--- config.mk ---
export PLATFORM = sky130hd
export DESIGN_NAME = vending_change_payout
export DESIGN_NICKNAME = d
export VERILOG_FILES = /design/src/rtl/vending_change_payout.sv
export SDC_FILE = /design/constraint.sdc
export NUM_CORES = 1
export LEC_CHECK = 0
export ABC_AREA = 1
export CORE_ASPECT_RATIO = 2
export CORE_MARGIN = 2
export CORE_UTILIZATION = 45
export DETAILED_ROUTE_END_ITERATION = 8
export PLACE_DENSITY_LB_ADDON = 0.25
export SYNTH_ARGS = -nofsm -noshare
export SYNTH_HDL_FRONTEND = slang
export SYNTH_SLANG_ARGS = --single-unit
export TNS_END_PERCENT = 50
--- constraint.sdc ---
create_clock -name clk -period 2.4 [get_ports clk]
set_input_delay 0.48 -clock clk [delete_from_list [all_inputs] [get_ports clk]]
set_output_delay 0.48 -clock clk [all_outputs]
set_load 0.01 [all_outputs]
--- src/rtl/vending_change_payout.sv ---
// vending_change_payout: greedy two-hopper coin payout (₹2 then ₹1) with
// request/ack handshake, empty-hopper fallback and ack timeout.
module vending_change_payout #(
   parameter int AMT_W   = 4,
   parameter int TIMEOUT = 15
) (
   input  logic             clk,
   input  logic             rst,
   input  logic             req,
   input  logic [AMT_W-1:0] amount,
   input  logic             empty2,
   input  logic             empty1,
   input  logic             hopper_ack,
   output logic             coin2,
   output logic             coin1,
   output logic             busy,
   output logic             done,
   output logic             err,
   output logic [AMT_W-1:0] paid
);
   typedef enum logic [1:0] {IDLE, SEL, WAIT} state_t;
   localparam logic [7:0]       TMAX = 8'(TIMEOUT - 1);
   localparam logic [AMT_W-1:0] ONE  = AMT_W'(1);
   localparam logic [AMT_W-1:0] TWO  = AMT_W'(2);
   state_t           state, state_n;
   logic [AMT_W-1:0] remaining, remaining_n, paid_n, coin_val;
   logic [7:0]       timer, timer_n;
   logic             coin2_n, coin1_n, busy_n, done_n, err_n;
   assign coin_val = coin2 ? TWO : ONE;
   always_ff @(posedge clk or negedge rst) begin
      if (!rst) begin
         state     <= IDLE;
         remaining <= '0;
         timer     <= '0;
         paid      <= '0;
         coin2     <= 1'b0;
         coin1     <= 1'b0;
         busy      <= 1'b0;
         done      <= 1'b0;
         err       <= 1'b0;
      end else begin
         state     <= state_n;
         remaining <= remaining_n;
         timer     <= timer_n;
         paid      <= paid_n;
         coin2     <= coin2_n;
         coin1     <= coin1_n;
         busy      <= busy_n;
         done      <= done_n;
         err       <= err_n;
      end
   end
   always_comb begin
      state_n     = state;
      remaining_n = remaining;
      timer_n     = timer;
      paid_n      = paid;
      coin2_n     = coin2;
      coin1_n     = coin1;
      busy_n      = busy;
      done_n      = 1'b0;
      err_n       = 1'b0;
      case (state)
         IDLE: if (req) begin
            paid_n = '0;
            if (amount == '0) begin
               done_n = 1'b1;
            end else begin
               remaining_n = amount;
               busy_n      = 1'b1;
               state_n     = SEL;
            end
         end
         SEL: begin
            timer_n = '0;
            // a ₹2 shortfall falls back to ₹1 coins when the ₹2 hopper is empty
            if (remaining >= TWO && !empty2) begin
               coin2_n = 1'b1;
               state_n = WAIT;
            end else if (remaining != '0 && !empty1) begin
               coin1_n = 1'b1;
               state_n = WAIT;
            end else begin
               err_n       = 1'b1;
               busy_n      = 1'b0;
               remaining_n = '0;
               state_n     = IDLE;
            end
         end
         WAIT: begin
            if (hopper_ack) begin
               coin2_n     = 1'b0;
               coin1_n     = 1'b0;
               timer_n     = '0;
               remaining_n = remaining - coin_val;
               paid_n      = paid + coin_val;
               if (remaining == coin_val) begin
                  done_n  = 1'b1;
                  busy_n  = 1'b0;
                  state_n = IDLE;
               end else begin
                  state_n = SEL;
               end
            end else if (timer == TMAX) begin
               coin2_n     = 1'b0;
               coin1_n     = 1'b0;
               timer_n     = '0;
               err_n       = 1'b1;
               busy_n      = 1'b0;
               remaining_n = '0;
               state_n     = IDLE;
            end else begin
               timer_n = timer + 8'd1;
            end
         end
         default: state_n = IDLE;
      endcase
   end
endmodule
Word-level counts from Yosys, hierarchy flattened:

Index checks and enable logic that the tools add are counted.

* add/subtract/negate cells: 3
* order comparisons: 1
* equality and inequality tests: 13
* mux-type cells: 46
* reductions and logical operators: 16

Operators with widths (number)
* 2-to-1 mux 4 bit: 8
* 2-to-1 mux 1 bit: 20
* 2-to-1 mux 8 bit: 2
* one-hot mux 8 bit (2 select lines): 1
* 2-to-1 mux 2 bit: 7
* inequality test 2 bit, second input constant: 7
* one-hot mux 4 bit (3 select lines): 1
* AND reduction 3 bit: 3
* adder 8 x 1 -> 8 bit, second input constant: 1
* equality test 8 x 4 -> 1 bit, second input constant: 1
* one-hot mux 1 bit (2 select lines): 4
* one-hot mux 4 bit (2 select lines): 1
* AND reduction 7 bit: 1
* inequality test 3 bit, second input constant: 2
* one-hot mux 2 bit (3 select lines): 1
* AND reduction 6 bit: 1
* adder 4 x 2 -> 4 bit: 1
* equality test 4 x 2 -> 1 bit: 1
* >= comparator 4 x 2 -> 1 bit, second input constant: 1
* logical NOT 4 bit: 1
* AND reduction 4 bit: 1
* nonzero test 2 bit: 2
* nonzero test 4 bit: 1
* subtractor 4 x 2 -> 4 bit: 1
* 7 further kinds: 9

* register bits after elaboration: 23
* bits of input ports: 10
* output and inout bits: 9
* logic and storage cells: 88

Depth between registers and ports, before layout:

* word-level depth: 5
* gate-level depth with buffers: 11
* mapped depth without buffers: 11

Least setup slack after synthesis:

Ideal clock, no wire load.

* kind: register to register
* start point: register coin2
* end point: register remaining[2]
* library setup time: 0.065 ns
* data arrival time: 1.605 ns
* required time: 2.335 ns
* slack: 0.729 ns
* cell stages (with the launch flop): 8
* path buffers: 0
* clock period less this slack: 1.671 ns
* path through: dfrtp_1 inv_1 ha_1 fa_1 xnor2_1 o21ai_0 nand3_1 nand2_1

* cells in the longest elaborated chain, start to end: 4

Ends and longest elaborated chain
* start, declared: line 14 `output logic coin2,`
* start signal, assigned: line 46 `coin2 <= coin2_n;`
* 2-to-1 mux 2 bit: line 29 `assign coin_val = coin2 ? TWO : ONE;`
* subtractor 4 x 2 -> 4 bit: line 95 `remaining_n = remaining - coin_val;`
* 2-to-1 mux 4 bit: line 91 `if (hopper_ack) begin`
* one-hot mux 4 bit (3 select lines): line 63 `case (state)`
* end signal, assigned: line 43 `remaining <= remaining_n;`
* end, declared: line 26 `logic [AMT_W-1:0] remaining, remaining_n, paid_n, coin_val;`

Every way passes these cells.
A chain may end at the register's enable or synchronous reset.

Final worst setup path:

* start point: register coin2
* end point: output port coin2

No word-level cell between the ends.

==> flow_summary.ini <==
[status]
run_status = completed

[yosys]
synth_top_family_by_area = simple AND/OR/NAND/NOR gates
ys_warn_count = 0
complex_gate_fraction_of_the_synthesized_area = 0.0780
synth_top_area_frac = 0.374
most_area_hungry_cell_type_in_the_yosys_netlist = dfrtp_1
largest_cells_by_area_after_synthesis = dfrtp_1 37%, nand2_1 13%, ha_1 8.1%
synth_cell_types = 26
synthesis.nets = 219
yosys.area_share.simple = 0.342
synth.avg_cell_area_sq_um = 7.82
synth.yosys.seq_area_share = 0.374
share_of_synthesized_cell_area_in_full_adder_half_adder_and_majority_cells = 0.107
synth_cells = 197
synth.area.mux_share = 0
parity_gate_share_of_the_synthesized_area_counting_xor_and_xnor_cells = 0.0227
synth.ff_latch_count = 23
netlist_area_sq_um = 1540

[timing]
max_freq_ghz = 0.557
post-route-period-util = 0.747
hold_ws_ns = 0.491
setup_ws_ns = 0.606
clock-skew-final_ns = 0.00582
max_transition_margin = 0.742
setup_viol = 0
timing_hold_violations_final = 0
timing_max_transition_violations_final = 0
worst-slew-pin-transition_ns = 0.382
period_minus_ws_final_ns = 1.79
rsz_0062_raised_after_global_routing = no
setup-tns-final_ns = 0

[place]
pre_cts_ws_ns = 0.514
final_hpwl_from_detailed_placement_um = 2620
port-buffer-count = 18
globalplace.congestion = 0.921

[detailed_routing]
drtIter0Drc = 22
postRouteAntennaNets = 0
vias = 1340
post_drt_via_cell_ratio = 5.32
detail_route.drc_violations = 0
drt_pre_antenna_iters = 4
detail_route.wirelength_um = 3250
wl_per_cell_um = 12.9

[critical_path]
crit_cells = 2
slowest_stage = clkdlybuf4s50_1
timing.critical_path.from_type = flip-flop
critPathMaxStageDelay_ns = 0.54
cp_cell_sequence = buf_4, clkdlybuf4s50_1
critical_path.n_buffers_inverters = 2
worst-endpoint-required_ns = 1.92
timing.critical_path.max_delay_family = buffers and inverters
cp.arrival_ns = 1.31
timing.setup.critical_path_class = flip-flop to output pin
worstPathMaxFanout = 5
depth_of_the_worst_register_to_register_path = 7
worstSetupEndpointType = output pin

[clock_network]
clk_root_buffer_cell = clkbuf_8
tritoncts.num_buffers = 3
cts_tree = yes
cts.htree.levels = 1
post-cts-setup-buffer-count = 0
clk_transition_reported_paths_ns = 0.08
worst_skew_pair.late_latency_ns = 0.26
hold_buffers = 0
clock_sink_count = 23
postCtsResizedCells = 0
cts-root-to-sink-buffers = 2

[power]
p_leak_uw = 0.000932
power_density_nw_per_um2 = 1040
vdd.ir_drop.worst_v = 0.000616

[worst_hold_path]
cell_count_of_the_worst_hold_path = 2
hold_class = flip-flop to flip-flop

[cells_and_area]
layout.cells.most_common_list = 54 x nand2_1, 27 x inv_1, 23 x dfrtp_1, 18 x nor2_1, 18 x clkdlybuf4s50_1
final_common_cell = nand2_1
area_growth_syn_to_layout_pct = 18.0
diodes = 0
num-nets-final = 243
post_route_cells_drive_above_1_share = 0.0955

[grt]
globalRouteOverflowTotal = 0
grt_pass1_wl_um = 5790
grt_usage = 0.198
grt_max_degree = 24
antenna_found_initial = 0
first_global_vias = 1333

[job]
cap_violations = 0

[floorplanning]
initial_utilization = 0.461
fp.dieArea_sq_um = 3940
design.portCount = 19
placementRows = 30
die_x_um = 45.4
dieHeight_um = 86.7
coreArea_sq_um = 3340
-- power by group --
| part | switching [uW] | internal, uW | leakage [uW] | total [uW] |
|---|---|---|---|---|
| sequential | 82.9 | 486 | 0.000307 | 569 |
| combinational | 668 | 419 | 0.000599 | 1090 |
| clock | 122 | 116 | 0.0000255 | 238 |
| total | 873 | 1020 | 0.000932 | 1890 |
-- Yosys cell counts (all sizes together) --
cell and number:
buf 1, inv 30, o22ai 3, fa 2
nor2 24, o31ai 1, a21oi 3, nand4 3
nand3b 1, xnor2 2, nand3 20, nand2 55
xor2 2, ha 10, nor3 2, o21ai 15
dfrtp 23
-- final timing paths --
| path | from | end | slack (ns) |
|---|---|---|---|
| min | busy | busy | 0.49 |
| max | coin2 | coin2 | 0.61 |
| min in group asynchronous | rst | paid[3] | 0.57 |
| max reg2reg | state[1] | timer[6] | 0.61 |
| min reg2reg | busy | busy | 0.49 |
| max in group asynchronous | rst | timer[6] | 1.60 |
-- flip-flops by register name, summed over array words and instances, names as in the netlist --
signal     count
coin2          1
coin1          1
remaining      4
state          2
busy           1
err            1
timer          8
paid           4
done           1
-- cell families after synthesis --
group | count (synthesis)
xor gates and xnor gates | 4
DFF | 23
and+or+nand+nor | 105
buffers and inverters | 31
AOI/OAI and AO/OA | 22
adders and majority gates | 12
-- per-stage QoR --
| stage | cells | util | instance area (sq um) | power (uW) |
|---|---|---|---|---|
| after global routing | 252 | 0.544 | 1820 | 2070 |
| after CTS | 252 | 0.544 | 1820 | 1900 |
| after detailed placement | 248 | 0.530 | 1770 | 1650 |
| after global placement | 248 | 0.530 | 1770 | 1640 |
| final | 252 | 0.544 | 1820 | 1890 |
| after floorplan | 197 | - | 1540 | 1310 |
-- area by class of cell --
class / count / area (sq um)
clock inverter: 1 / 5.00
fill: 327 / 1520
tap: 32 / 40.0
multi-input combinational: 143 / 847
timing repair buffer: 20 / 195
inverter: 30 / 113
clock buffer: 3 / 41.3
sequential: 23 / 576
-- tightest hold or removal path, stage by stage (launching register included) --
cell,delay (ns)
dfrtp_1,0.36
nand2_1,0.06
nand2_1,0.04
-- per-layer routing --
layer,up-vias,GRT usage,part of all wire
met5,-,0,0
met4,0,0.0882,0.033
met3,10,0.0271,0.021
met2,31,0.352,0.55
met1,625,0.222,0.40
li1,674,-,-
Note: power is estimated with default switching activity, not from simulation.
